$ cat src/rtl/wb_pkg.sv
// Shared types and helpers for the writeback/commit stage.
package wb_pkg;

  // Commit FSM states
  typedef enum logic {
    RUN      = 1'b0,
    WAIT_MEM = 1'b1
  } wb_state_t;

  // Data source select values carried by ADR_MUX
  localparam logic SRC_ALU = 1'b0;
  localparam logic SRC_MEM = 1'b1;

  // Stack pointer operation applied at commit
  typedef enum logic [1:0] {
    SP_HOLD  = 2'd0,
    SP_WRITE = 2'd1,
    SP_INC   = 2'd2,
    SP_DEC   = 2'd3
  } sp_op_t;

  // Reduce the three SP control bits to one operation; a write wins,
  // and an increment together with a decrement cancels out.
  function automatic sp_op_t sp_op_decode(input logic w, input logic i, input logic d);
    sp_op_t op;
    if (w) begin
      op = SP_WRITE;
    end else if (i && !d) begin
      op = SP_INC;
    end else if (d && !i) begin
      op = SP_DEC;
    end else begin
      op = SP_HOLD;
    end
    return op;
  endfunction

endpackage

$ cat src/rtl/sp_register.sv
// Stack pointer register: load, wrapping increment/decrement, or hold.
module sp_register
  import wb_pkg::*;
#(
  parameter int               WIDTH    = 16,
  parameter logic [WIDTH-1:0] SP_RESET = {WIDTH{1'b1}}
) (
  input  logic             clk,
  input  logic             rst_n,
  input  logic [1:0]       op,
  input  logic [WIDTH-1:0] data,
  output logic [WIDTH-1:0] sp
);

  logic [WIDTH-1:0] sp_r;

  // Apply the requested SP operation; arithmetic wraps modulo 2^WIDTH
  always_ff @(posedge clk or negedge rst_n) begin
    if (!rst_n) begin
      sp_r <= SP_RESET;
    end else begin
      case (op)
        SP_WRITE: sp_r <= data;
        SP_INC:   sp_r <= sp_r + WIDTH'(1);
        SP_DEC:   sp_r <= sp_r - WIDTH'(1);
        SP_HOLD:  sp_r <= sp_r;
        default:  sp_r <= sp_r;
      endcase
    end
  end

  assign sp = sp_r;

endmodule

$ cat src/rtl/writeback_commit_unit.sv
// Writeback/commit stage: commits register-file writes, PC loads and SP
// updates, parking ops that wait on memory data in a hold register.
module writeback_commit_unit
  import wb_pkg::*;
#(
  parameter int               WIDTH       = 16,
  parameter logic [WIDTH-1:0] SP_RESET    = {WIDTH{1'b1}},
  parameter int               MEM_TIMEOUT = 15,
  parameter int               CNT_WIDTH   = 16
) (
  input  logic                 CLK,
  input  logic                 RST_N,
  input  logic [2:0]           writeAd_IN,
  input  logic                 ADR_MUX_IN,
  input  logic                 write_IN,
  input  logic                 PC_load_IN,
  input  logic                 SPR_w_IN,
  input  logic                 SPR_i_IN,
  input  logic                 SPR_d_IN,
  input  logic [WIDTH-1:0]     ALU_DATA_IN,
  input  logic [WIDTH-1:0]     MEM_DATA_IN,
  input  logic                 MEM_READY_IN,
  output logic                 STALL_OUT,
  output logic                 RF_WE_OUT,
  output logic [2:0]           RF_ADDR_OUT,
  output logic [WIDTH-1:0]     RF_DATA_OUT,
  output logic                 PC_LOAD_OUT,
  output logic [WIDTH-1:0]     PC_TARGET_OUT,
  output logic [WIDTH-1:0]     SP_OUT,
  output logic [CNT_WIDTH-1:0] RETIRED_OUT,
  output logic                 ERR_OUT
);

  localparam int            TW           = $clog2(MEM_TIMEOUT + 1);
  localparam logic [TW-1:0] TIMEOUT_LAST = TW'(MEM_TIMEOUT);

  wb_state_t            state_r;
  logic [2:0]           hold_addr_r;
  logic                 hold_write_r;
  logic                 hold_pc_r;
  sp_op_t               hold_sp_op_r;
  logic [TW-1:0]        to_cnt_r;
  logic                 rf_we_r;
  logic [2:0]           rf_addr_r;
  logic [WIDTH-1:0]     rf_data_r;
  logic                 pc_load_r;
  logic [WIDTH-1:0]     pc_target_r;
  logic [CNT_WIDTH-1:0] retired_r;
  logic                 err_r;

  logic                 active_s;
  logic                 needs_mem_s;
  logic                 stall_s;
  logic                 commit_s;
  logic                 enter_wait_s;
  logic [2:0]           commit_addr_s;
  logic                 commit_write_s;
  logic                 commit_pc_s;
  sp_op_t               commit_sp_op_s;
  logic [WIDTH-1:0]     commit_data_s;
  logic [1:0]           sp_op_s;
  logic [TW-1:0]        to_next_s;

  // Decide whether this cycle commits, parks an op, or idles, and pick the op source
  always_comb begin
    active_s       = write_IN | PC_load_IN | SPR_w_IN | SPR_i_IN | SPR_d_IN;
    needs_mem_s    = active_s & (ADR_MUX_IN == SRC_MEM);
    stall_s        = 1'b0;
    commit_s       = 1'b0;
    enter_wait_s   = 1'b0;
    commit_addr_s  = writeAd_IN;
    commit_write_s = write_IN;
    commit_pc_s    = PC_load_IN;
    commit_sp_op_s = sp_op_decode(SPR_w_IN, SPR_i_IN, SPR_d_IN);
    commit_data_s  = (ADR_MUX_IN == SRC_MEM) ? MEM_DATA_IN : ALU_DATA_IN;
    to_next_s      = to_cnt_r + TW'(1);
    case (state_r)
      RUN: begin
        if (active_s && (!needs_mem_s || MEM_READY_IN)) begin
          commit_s = 1'b1;
        end else if (needs_mem_s) begin
          stall_s      = 1'b1;
          enter_wait_s = 1'b1;
        end else begin
          commit_s = 1'b0;
        end
      end
      WAIT_MEM: begin
        stall_s        = 1'b1;
        commit_addr_s  = hold_addr_r;
        commit_write_s = hold_write_r;
        commit_pc_s    = hold_pc_r;
        commit_sp_op_s = hold_sp_op_r;
        commit_data_s  = MEM_DATA_IN;
        if (MEM_READY_IN) begin
          commit_s = 1'b1;
        end else begin
          commit_s = 1'b0;
        end
      end
      default: begin
        stall_s  = 1'b0;
        commit_s = 1'b0;
      end
    endcase
    if (commit_s) begin
      sp_op_s = commit_sp_op_s;
    end else begin
      sp_op_s = SP_HOLD;
    end
  end

  // FSM, hold register, timeout counter and registered commit outputs
  always_ff @(posedge CLK or negedge RST_N) begin
    if (!RST_N) begin
      state_r      <= RUN;
      hold_addr_r  <= 3'd0;
      hold_write_r <= 1'b0;
      hold_pc_r    <= 1'b0;
      hold_sp_op_r <= SP_HOLD;
      to_cnt_r     <= '0;
      rf_we_r      <= 1'b0;
      rf_addr_r    <= 3'd0;
      rf_data_r    <= '0;
      pc_load_r    <= 1'b0;
      pc_target_r  <= '0;
      retired_r    <= '0;
      err_r        <= 1'b0;
    end else begin
      rf_we_r   <= commit_s & commit_write_s;
      pc_load_r <= commit_s & commit_pc_s;
      if (commit_s) begin
        rf_addr_r   <= commit_addr_s;
        rf_data_r   <= commit_data_s;
        pc_target_r <= commit_data_s;
        retired_r   <= retired_r + CNT_WIDTH'(1);
      end
      case (state_r)
        RUN: begin
          if (enter_wait_s) begin
            state_r      <= WAIT_MEM;
            hold_addr_r  <= commit_addr_s;
            hold_write_r <= commit_write_s;
            hold_pc_r    <= commit_pc_s;
            hold_sp_op_r <= commit_sp_op_s;
            to_cnt_r     <= '0;
          end
        end
        WAIT_MEM: begin
          if (MEM_READY_IN) begin
            state_r  <= RUN;
            to_cnt_r <= '0;
          end else if (to_next_s == TIMEOUT_LAST) begin
            // Memory never answered: drop the held op and flag it
            state_r  <= RUN;
            to_cnt_r <= '0;
            err_r    <= 1'b1;
          end else begin
            to_cnt_r <= to_next_s;
          end
        end
        default: begin
          state_r <= RUN;
        end
      endcase
    end
  end

  sp_register #(
    .WIDTH    (WIDTH),
    .SP_RESET (SP_RESET)
  ) u_sp (
    .clk   (CLK),
    .rst_n (RST_N),
    .op    (sp_op_s),
    .data  (commit_data_s),
    .sp    (SP_OUT)
  );

  assign STALL_OUT     = stall_s;
  assign RF_WE_OUT     = rf_we_r;
  assign RF_ADDR_OUT   = rf_addr_r;
  assign RF_DATA_OUT   = rf_data_r;
  assign PC_LOAD_OUT   = pc_load_r;
  assign PC_TARGET_OUT = pc_target_r;
  assign RETIRED_OUT   = retired_r;
  assign ERR_OUT       = err_r;

endmodule

$ cat config.mk
export PLATFORM = sky130hd
export DESIGN_NAME = writeback_commit_unit
export DESIGN_NICKNAME = d
export VERILOG_FILES = /design/src/rtl/wb_pkg.sv /design/src/rtl/sp_register.sv /design/src/rtl/writeback_commit_unit.sv
export SDC_FILE = /design/constraint.sdc
export NUM_CORES = 1
export LEC_CHECK = 0
export ABC_AREA = 1
export BUFFER_PORTS_ARGS = -buffer_cell sky130_fd_sc_hd__buf_2
export CORE_AREA = 2 2 104 106
export CTS_BUF_LIST = sky130_fd_sc_hd__clkbuf_8
export CTS_CLUSTER_DIAMETER = 30
export DETAILED_ROUTE_END_ITERATION = 10
export DIE_AREA = 0 0 106 108
export GPL_ROUTABILITY_DRIVEN = 0
export PLACE_DENSITY = 0.68
export SYNTH_ARGS = -nofsm -noshare
export SYNTH_HDL_FRONTEND = slang
export SYNTH_HIERARCHICAL = 1
export SYNTH_SLANG_ARGS = --single-unit
$ cat constraint.sdc
create_clock -name CLK -period 3.4 [get_ports CLK]
set_clock_uncertainty 0.05 [all_clocks]
set_input_delay 1.02 -clock CLK [delete_from_list [all_inputs] [get_ports CLK]]
set_output_delay 1.02 -clock CLK [all_outputs]
set_load 0.1 [all_outputs]
# Yosys cells after proc, flatten, opt, wreduce, memory -nomap -nowiden
# Index checks and enable logic that the tools add are counted.
[totals]
regBits = 66
inputBits = 44
out_inout_bits = 71
word_cells = 67
[classes]
add_sub_neg = 4
n_eq_ne = 5
mux = 26
bitwise_logic = 9
n_reduce_logical = 10
[op_table]
columns = ["operator", "count"]
rows = [
  ["$pmux 16 s3", 1],
  ["$add 16x1->16 const B", 2],
  ["$mux 16", 2],
  ["$sub 16x1->16 const B", 1],
  ["$mux 4", 3],
  ["$mux 1", 10],
  ["$mux 2", 5],
  ["$pmux 4 s2", 1],
  ["$pmux 1 s2", 3],
  ["$add 4x1->4 const B", 1],
  ["$eq 2x2->1 const B", 2],
  ["$eq 4x4->1 const B", 1],
  ["$or 1x1->1", 4],
  ["$and 1x1->1", 3],
  ["$logic_and 1x1->1", 3],
  ["$logic_not 1->1", 3],
  ["$mux 3", 1],
  ["$reduce_and 3->1", 1],
  ["$eq 2x1->1 const B", 1],
  ["$logic_not 2->1", 1],
  ["$ne 2x2->1 const B", 1],
  ["$not 1->1", 2],
  ["$reduce_and 2->1", 1],
  ["$logic_or 1x1->1", 1],
]

# Logic depth before layout (Yosys ltp)
[depth]
depth_word = 13
ltp_mapped = 23

# Hierarchy
# Netlist, hierarchy kept.
[modules_own_cells]
columns = ["module", "n_inst", "cells_per_inst", "area_per_inst_um2", "seq_area_each_um2"]
rows = [
  ["writeback_commit_unit", 1, 382, 2775.2, 1251.2],
  ["sp_register", 1, 303, 1731.7, 420.4],
]

# Worst setup path after synthesis
# Ideal clock, no wire load.
[synth_timing]
path_type = "input port to flip-flop"
startpoint = "input write_IN"
endpoint = "register u_sp.sp_r[12], in the netlist u_sp/sp[12]"
t_arrival_ps = 3054
required_time_ps = 3274
setup_slack_ps = 220
cell_stages = 22
path_cell_list = "inv_1 > nand3_1 > nand2_1 > nand2_2 > nand2_2 > buf_4 > nor2_1 > nand2_2 > buf_4 > nand2_1 > nand2_1 > inv_1 > ha_1 > inv_1 > nand2_1 > nand2_1 > o21bai_2 > nand2_1 > nand3_1 > nand3_1 > nand2_1 > nand2_1"
[synth_via]
elab_chain_len = 13
elab_cells_between_ends = 16
classes_between = "eq/ne (3); mux (4); bitwise (5); reduce/logical (4)"
[synth_lines]
columns = ["element", "line_no", "rtl"]
rows = [
  ["start: declaration", "writeback_commit_unit.sv:15", "input logic write_IN,"],
  ["$or 1x1->1 (*) (4 in series)", "writeback_commit_unit.sv:66", "active_s = write_IN | PC_load_IN | SPR_w_IN | SPR_i_IN | SPR_d_IN;"],
  ["$and 1x1->1", "writeback_commit_unit.sv:67", "needs_mem_s = active_s & (ADR_MUX_IN == SRC_MEM);"],
  ["$logic_not 1->1", "writeback_commit_unit.sv:79", "if (active_s && (!needs_mem_s || MEM_READY_IN)) begin"],
  ["$logic_or 1x1->1", "writeback_commit_unit.sv:79", ""],
  ["$logic_and 1x1->1 (*)", "writeback_commit_unit.sv:79", ""],
  ["$mux 1 (*)", "writeback_commit_unit.sv:79", ""],
  ["$pmux 1 s2 (*)", "writeback_commit_unit.sv:77", "case (state_r)"],
  ["$mux 2 (*)", "writeback_commit_unit.sv:106", "if (commit_s) begin"],
  ["net sp_op_s[0]", "writeback_commit_unit.sv:61", "logic [1:0] sp_op_s;"],
  ["$eq 2x2->1 / $eq 2x1->1 (equally long branches)", "sp_register.sv:22", "case (op)"],
  ["$pmux 16 s3", "sp_register.sv:22", ""],
  ["end signal: assignment", "sp_register.sv:23", "SP_WRITE: sp_r <= data;"],
  ["end signal: assignment", "sp_register.sv:24", "SP_INC: sp_r <= sp_r + WIDTH'(1);"],
  ["end signal: assignment", "sp_register.sv:25", "SP_DEC: sp_r <= sp_r - WIDTH'(1);"],
  ["end: declaration", "sp_register.sv:15", "logic [WIDTH-1:0] sp_r;"],
]
# The timed path passes the listed nets; every way through them passes the cells marked *.
# A chain may end at the register's enable or synchronous reset.

# Worst setup path in the final report
[layout_timing]
startpoint = "input SPR_i_IN"
endpoint = "register u_sp.sp_r[8], in the netlist u_sp/sp[8]"
[layout_via]
elab_chain_len = 11
elab_cells_between_ends = 21
classes_between = "eq/ne (3); mux (8); bitwise (3); reduce/logical (7)"
[layout_lines]
columns = ["element", "line_no", "rtl"]
rows = [
  ["start: declaration", "writeback_commit_unit.sv:18", "input logic SPR_i_IN,"],
  ["$or 1x1->1 (2 in series)", "writeback_commit_unit.sv:66", ""],
  ["$and 1x1->1", "writeback_commit_unit.sv:67", ""],
  ["$logic_not 1->1", "writeback_commit_unit.sv:79", ""],
  ["$logic_or 1x1->1", "writeback_commit_unit.sv:79", ""],
  ["$logic_and 1x1->1", "writeback_commit_unit.sv:79", ""],
  ["$mux 1", "writeback_commit_unit.sv:79", ""],
  ["$pmux 1 s2", "writeback_commit_unit.sv:77", ""],
  ["$mux 2 (*)", "writeback_commit_unit.sv:106", ""],
  ["net sp_op_s[1]", "writeback_commit_unit.sv:61", ""],
  ["$eq 2x2->1 / $eq 2x1->1 (equally long branches)", "sp_register.sv:22", ""],
  ["$pmux 16 s3", "sp_register.sv:22", ""],
]
# Marked as above.

==> impl_metrics.ini <==
[run_status]
status = finished clean

[floorplan]
dieWidth_um = 106
fp.dieH_um = 108
core_sq_mm = 0.0102
initial_utilization_pct = 44.1
io_pins = 115
die_area_sq_mm = 0.0114
row_count = 37

[sta]
setup_viol = 0
fin_crit_ps = 2940
slew_headroom_pct = 47.2
tightest_slew_ps = 790
min_period_over_period_pct = 86.5
fin_tns_setup_ps = 0
hold_viol_final = 0
final_max_slew_viol_count = 0
fmax_ghz = 0.340
rsz0062_at_grt = false

[logic_synthesis]
synth_area_leaders = dfrtp_1 28%, nand2_1 24%, dfstp_2 9.3%
ys.flop_type = dfrtp_1
synth_edf_count = 0
synth_nets = 734
avgSynthCellArea_sq_um = 6.58
synthArstFlopShare_pct = 100
synth_top_area_cell = dfrtp_1
synth_cells = 685
synth-seq-area-share_pct = 37.1
netlist_area_sq_mm = 0.00451
ys_types = 34
ys_ff_latch = 66
ys.warnings.count = 6
synth_top_area_share_pct = 27.8

[cts]
clk_path_buf_depth = 2
post-cts-setup-buffer-count = 0
htreeDepth = 3
cts_tree = yes
cts.sinks = 66
clkSlewWorstSetupHoldPaths_ps = 80
numCtsBuffers = 9
insertion_delay_ps = 360
hold_buffers = 0
cts_resized = 0
cts_root_buffer = clkbuf_8

[power]
peakVddDrop_mv = 0.432
powerDensity_mw_per_mm2 = 856
power.total_w = 0.00458
p_leak_nw = 2.99

[setup_path]
max_stage_delay_ps = 290
cp_max_fo = 4
r2r_slack_ps = 650
cp.arrival_ps = 3170
cp-end-kind = flip-flop
crit_type = in -> reg
required_ps = 3630
cpMostUsedCell = nand2_1
cp_slowest_cell = ha_1
start_kind = primary input
timing.reg2reg.worst_path_depth = 19
cp_cell_sequence = buf_2, inv_1, ha_1, nor2_1, a21oi_1, nor2_2, nand2_2, nand2_1, nand2_1, inv_1, ha_1, inv_1, nand2_1, nand2_1, o21bai_2, nand2_1, nand3_1, nand2_1, nand3_1, nand3_1

[flow_run]
cap_violations = 0

[final_layout]
stdcell_count = 929
diodes = 0
area_delta_synth_final_pct = 18.6
final_nets = 837
final_util_pct = 52.3
layout-drive-gt1-share_pct = 23.7

[routing]
drt_iter0_markers = 232
viasPerCell = 5.01
wl_per_cell_um = 13.1
num_vias = 4652
ant_nets = 0
drc = 0
firstDrtPassIters = 5
finalWirelength_um = 12200

[hold_path]
hold_path.class = reg -> reg
min_path_cells = 2

[global_route]
antenna_found_initial = 0
grt_use_total_pct = 21.9
grt_pass1_vias = 4399
grt_max_degree = 43
grt_overflow = 0
grt_pass1_wl_um = 20200

[place]
placed_cells = 913
io_buffer_count = 114
dpl.hpwl_um = 9200
## per-layer routing
layer	part of all wire (%)	GRT usage, %	vias to the layer above
li1	-	-	2347
met1	46	28.9	2124
met5	0	0	-
met3	6.2	5.00	16
met4	1.7	7.52	0
met2	46	35.5	165
## cell usage in the layout, fill, tap and decap left out, types with 2 or more instances in the layout
cell type,n
a21oi_1,14
a41oi_1,2
buf_12,4
buf_2,113
buf_4,12
clkbuf_8,9
clkinvlp_4,3
dfrtp_1,50
dfstp_2,16
ha_1,5
inv_1,69
inv_2,5
nand2_1,288
nand2_2,12
nand3_1,57
nand3b_1,6
nand4_1,6
nor2_1,41
nor2_2,7
nor3_1,2
o211ai_1,4
o21ai_0,40
o21ai_1,6
o21bai_1,2
o21bai_2,2
o22ai_1,2
xor2_1,5
## path summary, 6_finish.rpt
check / from / to
worst max-delay path: SPR_i_IN / u_sp/sp[8]$_DFFE_PN1P_
worst min-delay path: RF_ADDR_OUT[1]$_DFFE_PN0P_ / RF_ADDR_OUT[1]$_DFFE_PN0P_
worst max register to register: state_r$_DFF_PN0_ / u_sp/sp[8]$_DFFE_PN1P_
worst min register to register: RF_ADDR_OUT[1]$_DFFE_PN0P_ / RF_ADDR_OUT[1]$_DFFE_PN0P_
max in group asynchronous: RST_N / u_sp/sp[10]$_DFFE_PN1P_
min in group asynchronous: RST_N / to_cnt_r[3]$_DFFE_PN0P_
## critical path, delay by kind of cell
kind | cells | cell delay, ps
adder cells (fa/ha/maj) | 2 | 420
buffers and inverters | 4 | 220
AND/OR/NAND/NOR | 12 | 1230
AO/OA/AOI/OAI | 2 | 270
## final cells by class
type                       instances  area [sq um]
clock buffer                       9           124
clock inverter                     7          70.1
fill                            1037          4880
inverter                          73           274
multi-input combinational        509          2300
sequential                        66          1670
tap                              136           170
timing repair buffer             129           736
## flip-flops by register name, indices dropped and copies added (netlist names)
| register | flops |
|---|---|
| to_cnt_r | 4 |
| hold_write_r | 1 |
| PC_TARGET_OUT | 16 |
| hold_sp_op_r | 2 |
| hold_pc_r | 1 |
| PC_LOAD_OUT | 1 |
| hold_addr_r | 3 |
| u_sp/sp | 16 |
| state_r | 1 |
| RETIRED_OUT | 16 |
| ERR_OUT | 1 |
| RF_WE_OUT | 1 |
| RF_ADDR_OUT | 3 |
## cell families (layout without fill, tap and decap cells)
| family | Yosys count | count (layout) | share of synthesized area, % |
|---|---|---|---|
| AO/OA/AOI/OAI | 74 | 74 | 9.19 |
| XOR/XNOR | 6 | 6 | 1.17 |
| adder cells (fa/ha/maj) | 5 | 5 | 1.39 |
| buffers and inverters | 110 | 218 | 11.9 |
| flip-flops | 66 | 66 | 37.1 |
| AND/OR/NAND/NOR | 424 | 424 | 39.3 |
## cells in the mapped netlist, drive strengths merged, types with 6 or more instances
cell / n
nand3: 57
nand4: 6
inv: 73
nand3b: 6
a21oi: 14
nand2: 300
dfstp: 16
dfrtp: 50
buf: 35
nor2: 49
o21ai: 46
## power breakdown
group | internal, W | total (W) | switching (W)
clock network | 0.000337 | 0.000664 | 0.000327
logic | 0.000479 | 0.00267 | 0.00220
registers | 0.00103 | 0.00124 | 0.000203
total | 0.00185 | 0.00458 | 0.00273
## stage by stage
step	hold slack, ps	instance area (sq um)	setup slack [ps]
6_report	428	5350	460
5_1_grt	458	5350	141
4_1_cts	433	5350	461
3_5_place_dp	412	5150	120
3_3_place_gp	406	5150	148
2_1_floorplan	404	4510	220
No activity file was read; power rests on OpenSTA's default activity.
